### src/rtl/or_and_selector_if.sv
// Operand, enable and result signals of the bitwise AND/OR selector.
// The master side drives the operands and enable; the slave side is the selector.
interface or_and_selector_if;
   logic       ena;      // 1 = load the new result, 0 = hold
   logic [7:0] ui_in;    // operand A, bit 7 also selects the operation
   logic [7:0] uio_in;   // operand B
   logic [7:0] uo_out;   // registered result
   logic [7:0] uio_out;  // unused bidirectional output data
   logic [7:0] uio_oe;   // bidirectional output enables

   modport master (
      output ena,
      output ui_in,
      output uio_in,
      input  uo_out,
      input  uio_out,
      input  uio_oe
   );

   modport slave (
      input  ena,
      input  ui_in,
      input  uio_in,
      output uo_out,
      output uio_out,
      output uio_oe
   );
endinterface

### src/rtl/or_and_selector.sv
// Bitwise combiner of two 8-bit operands. ui_in[7] selects OR (1) or AND (0)
// and takes part in the operation itself. The result is registered with a
// hold-enable and a synchronous active-low clear. The uio bank is input-only.
module or_and_selector (
   input  logic              clk,
   input  logic              rst_n,
   or_and_selector_if.slave  bus
);

   logic [7:0] res;
   logic [7:0] r_d;
   logic [7:0] r_q;

   // Combine the operands according to the op select and choose load or hold.
   always_comb begin
      res = bus.ui_in[7] ? (bus.ui_in | bus.uio_in) : (bus.ui_in & bus.uio_in);
      r_d = r_q;
      if (bus.ena) begin
         r_d = res;
      end
   end

   // Result register; the clear wins over the enable.
   always_ff @(posedge clk) begin
      if (!rst_n) begin
         r_q <= 8'h00;
      end else begin
         r_q <= r_d;
      end
   end

   // Registered result out; the bidirectional bank stays an input at all times.
   always_comb begin
      bus.uo_out  = r_q;
      bus.uio_out = 8'h00;
      bus.uio_oe  = 8'h00;
   end

endmodule

### src/flat_wrapper.sv
// flat-port wrapper written by rule: the top's interface ports become plain ports
module or_and_selector_flat 
  (clk, rst_n, bus_ena, bus_ui_in, bus_uio_in, bus_uo_out, bus_uio_out, bus_uio_oe);
  or_and_selector_if bus_i ();
  input  logic clk;
  input  logic rst_n;
  input wire logic [$bits(bus_i.ena)-1:0] bus_ena;
  input wire logic [$bits(bus_i.ui_in)-1:0] bus_ui_in;
  input wire logic [$bits(bus_i.uio_in)-1:0] bus_uio_in;
  output wire logic [$bits(bus_i.uo_out)-1:0] bus_uo_out;
  output wire logic [$bits(bus_i.uio_out)-1:0] bus_uio_out;
  output wire logic [$bits(bus_i.uio_oe)-1:0] bus_uio_oe;
  assign bus_i.ena = bus_ena;
  assign bus_i.ui_in = bus_ui_in;
  assign bus_i.uio_in = bus_uio_in;
  assign bus_uo_out = bus_i.uo_out;
  assign bus_uio_out = bus_i.uio_out;
  assign bus_uio_oe = bus_i.uio_oe;
  or_and_selector u_core (.clk(clk), .rst_n(rst_n), .bus(bus_i));
endmodule
### config.mk
export PLATFORM = sky130hd
export DESIGN_NAME = or_and_selector_flat
export DESIGN_NICKNAME = d
export VERILOG_FILES = /design/src/rtl/or_and_selector_if.sv /design/src/rtl/or_and_selector.sv /design/src/flat_wrapper.sv
export SDC_FILE = /design/constraint.sdc
export NUM_CORES = 1
export LEC_CHECK = 0
export ABC_CLOCK_PERIOD_IN_PS = 1100
export CAP_MARGIN = 40
export CORE_MARGIN = 2
export CORE_UTILIZATION = 29
export CTS_CLUSTER_SIZE = 40
export DETAILED_ROUTE_END_ITERATION = 7
export PLACE_DENSITY_LB_ADDON = 0.12
export SETUP_SLACK_MARGIN = 0.4
export SLEW_MARGIN = 10
export SYNTH_ARGS = -nofsm -noshare
export SYNTH_HDL_FRONTEND = slang
export SYNTH_SLANG_ARGS = --single-unit
### constraint.sdc
create_clock -name clk -period 1.1 [get_ports clk]
set_clock_uncertainty 0.15 [all_clocks]
set_input_delay 0.33 -clock clk [delete_from_list [all_inputs] [get_ports clk]]
set_output_delay 0.33 -clock clk [all_outputs]
set_load 0.01 [all_outputs]
# Yosys cells after proc, flatten, opt, wreduce, memory -nomap -nowiden
# Cells that the tools add are included.
[totals]
ff_bits = 8
output_inout_bits = 24
[op_classes]
mux = 1
n_bitwise = 2
[ops]
columns = ["cell", "n"]
rows = [
  ["AND 8 bit", 1],
  ["2-to-1 mux 8 bit", 1],
  ["OR 8 bit", 1],
]

# Longest topological paths before layout
[logic_depth]
ltp_word = 2
ltp_mapped = 3
ltp_nobuf = 2

# Worst setup path before layout
# OpenSTA, ideal clock, no wires.
[synth_timing]
path_kind = "input to register"
start = "input bus_ui_in[7]"
end = "register u_core.r_q[1], in the netlist u_core.bus.uo_out[1]"
arrival_time_ns = 0.635
t_required_ns = 0.827
path_slack_ns = 0.193
stages = 3
path_buffers = 1
cell_sequence = "buf_6 o21ai_1 a31oi_1"
[synth_via]
elab_chain_cells = 1
[synth_lines]
columns = ["item", "line_no", "rtl"]
rows = [
  ["start: declaration", "flat_wrapper.sv:8", "input wire logic [$bits(bus_i.ui_in)-1:0] bus_ui_in;"],
  ["2-to-1 mux 8 bit", "or_and_selector.sv:16", "res = bus.ui_in[7] ? (bus.ui_in | bus.uio_in) : (bus.ui_in & bus.uio_in);"],
  ["end signal: assignment", "or_and_selector.sv:28", "r_q <= r_d;"],
  ["end: declaration", "or_and_selector.sv:12", "logic [7:0] r_q;"],
]
# Every way passes these cells.
# A chain may end at the register's enable or synchronous reset.

# Final worst setup path
[layout_timing]
start = "register u_core.r_q[5], in the netlist u_core.bus.uo_out[5]"
end = "output bus_uo_out[5]"
[layout_lines]
columns = ["item", "line_no", "rtl"]
rows = [
  ["end: declaration", "flat_wrapper.sv:10", "output wire logic [$bits(bus_i.uo_out)-1:0] bus_uo_out;"],
]
# No word-level cell between the ends.

==> results.toml <==
[cells_and_area]
nFillCells = 154
largest_reg_flops = 8
antenna_cells = 0
multi_input_area_um2 = 250
area_growth_pct = 70.2
drive_above_1_share_pct = 48.9
regArea_um2 = 170
final_nets = 115

[logic_synthesis]
netlist_area_um2 = 474
synthTopCellsByCount = "16 x buf_4, 8 x dfxtp_1, 8 x o21ai_0, 7 x a31oi_1, 7 x nand2_1"
ys_warn_count = 0
ys_ff_latch = 8
synth-async-reset-ratio_pct = 0
synth_top_area_share_pct = 33.8
syn_inst = 57
synth.area.top_cells = "dfxtp_1 34%, buf_4 25%, a31oi_1 9.2%, o21ai_0 8.4%, nand2_1 5.5%"
yosysTopAreaCell = "dfxtp_1"
synth_edf_count = 0
synth_cell_types = 11
yosysMostFrequentCell = "buf_4"
ys_seq_area_share_pct = 33.8
syn-mean-instance-area_um2 = 8.32
synth-main-ff-cell = "dfxtp_1"

[sta]
fin_crit_sh_pct = 106
hold_violations = 0
timing.fmax_mhz = 858
final_max_slew_viol_count = 0
fin_setup_tns_ns = -0.489
fin_crit_ns = 1.17
finalSetupViolations = 8
whs_ns = 0.194
rsz0062_at_grt = "yes"
fin_ws_ns = -0.0651

[clocking]
htree_levels = 1
cts.path.max_buffers = 2
clkTransAtPathRegs_ns = 0.06
ctsHoldBuffers = 0
cts_tree = "yes"
root_buffer = "clkbuf_4"
cts_buffers = 3
clock_sinks = 8
worstSkewPairLatency_ns = 0.25

[drt]
drcViolationCount = 0
dr.pass1.iters = 4
wl_per_cell_um = 10.5
dr_wl_met3_um = 90
wl_met1_um = 526
vias = 483
dr.max_layer_used = "met4"
drtIter0Drc = 7
ant_nets = 0
drt-total-wl_mm = 1.16
viasPerCell = 4.39
wl_met2_um = 523

[global_routing]
grt_max_degree = 7
grt_pass1_wl_mm = 1.62
antenna_found_initial = 0
track_usage_pct = 11.4
grt_pass1_vias = 382
overflow = 0

[pwr]
ir_drop_v = 0.000412
finalPower_mw = 0.800
p_leak_nw = 0.393
power_density_nw_per_um2 = 992

[floorplan]
coreArea_um2 = 1520
die_w_um = 44.4
die_h_um = 44.4
die-area_um2 = 1970
initial_core_util_pct = 31.1
ios = 43
rows = 14

[hold_path]
hold_class = "primary input to flip-flop"

[setup_path]
crit_path_end_kind = "output pin"
cp_data_required_time_ns = 0.62
cp_data_arrival_time_ns = 0.69
critPathMaxStageDelay_ns = 0.32
critPathBufInv = 1
path_class = "flip-flop to output pin"
worst-path-max-fanout = 2
cp-start-kind = "flip-flop"
cp_cell_sequence = "buf_6"
crit_path_top_delay_cell = "dfxtp_2"
crit_family = "flip-flops"

[status]
run_status = "complete, but fails checks"
violations = "setup timing"

[place]
place_congestion = 0.680
io_buffer_count = 25
dp_hpwl_um = 843

[job]
max-cap-violations = 0
layout make-up:
| type | count | area share (%) |
|---|---|---|
| multi-input combinational | 46 | 31.0 |
| timing repair buffer | 37 | 42.6 |
| clock buffer | 3 | 2.79 |
| tap | 16 | 2.48 |
| sequential | 8 | 21.1 |
layer usage:
metal / up-vias / GRT usage [%]
met3: 2 / 2.45
li1: 244 / -
met4: 0 / 7.27
met1: 212 / 15.1
met2: 25 / 16.8
met5: - / 0
where the power goes:
group	leakage, nW	total [mW]	internal, mW	switching (mW)
combinational	0.311	0.244	0.136	0.108
sequential	0.0688	0.331	0.316	0.0146
clock	0.0138	0.226	0.125	0.101
stage by stage:
step | std cells | util [%] | setup WS (ns) | area (um^2)
2_1_floorplan | 72 | - | 0.217 | 544
3_3_place_gp | 104 | 48.0 | -0.368 | 732
3_5_place_dp | 104 | 48.0 | -0.402 | 732
4_1_cts | 109 | 52.9 | -0.0746 | 806
5_1_grt | 110 | 53.0 | -0.0930 | 807
6_report | 110 | 53.0 | -0.0651 | 807
worst paths after layout:
kind,startpoint,to,slack [ns],depth (start not counted)
setup / recovery,u_core.bus.uo_out[5],bus_uo_out[5],-0.07,1
hold / removal,bus_uio_in[5],u_core.bus.uo_out[5],0.19,3
setup reg to reg,u_core.bus.uo_out[2],u_core.bus.uo_out[2],0.24,3
hold reg to reg,u_core.bus.uo_out[6],u_core.bus.uo_out[6],0.36,2
cell families after synthesis:
family	count (synthesis)	synth area share (%)
other	1	0.791
AND/OR/NAND/NOR	8	6.86
buffers and inverters	18	30.1
multiplexers	1	2.11
flip-flops	8	33.8
AO/OA/AOI/OAI	21	26.4
placed cells by master, fill, tap and decap left out, drive strengths merged:
cell | synthesis | routed
mux2i | 1 | 1
a31oi | 7 | 7
dlygate4sd2 | 0 | 10
dfxtp | 8 | 8
nand2 | 7 | 7
clkbuf | 0 | 6
buf | 18 | 23
conb | 1 | 16
o21ai | 14 | 14
nor2b | 1 | 1
clkdlybuf4s15 | 0 | 1
timing repair:
item / 4_1_cts / 5_1_grt
pin swaps: 13 / 5
buffers inserted: 0 / 1
gates resized for setup: 94 / 7
hold endpoints to repair: 0 / 0
cloned: 2 / 0
endpoints found under the setup margin: 16 / 16
No activity file was read; power rests on OpenSTA's default activity.
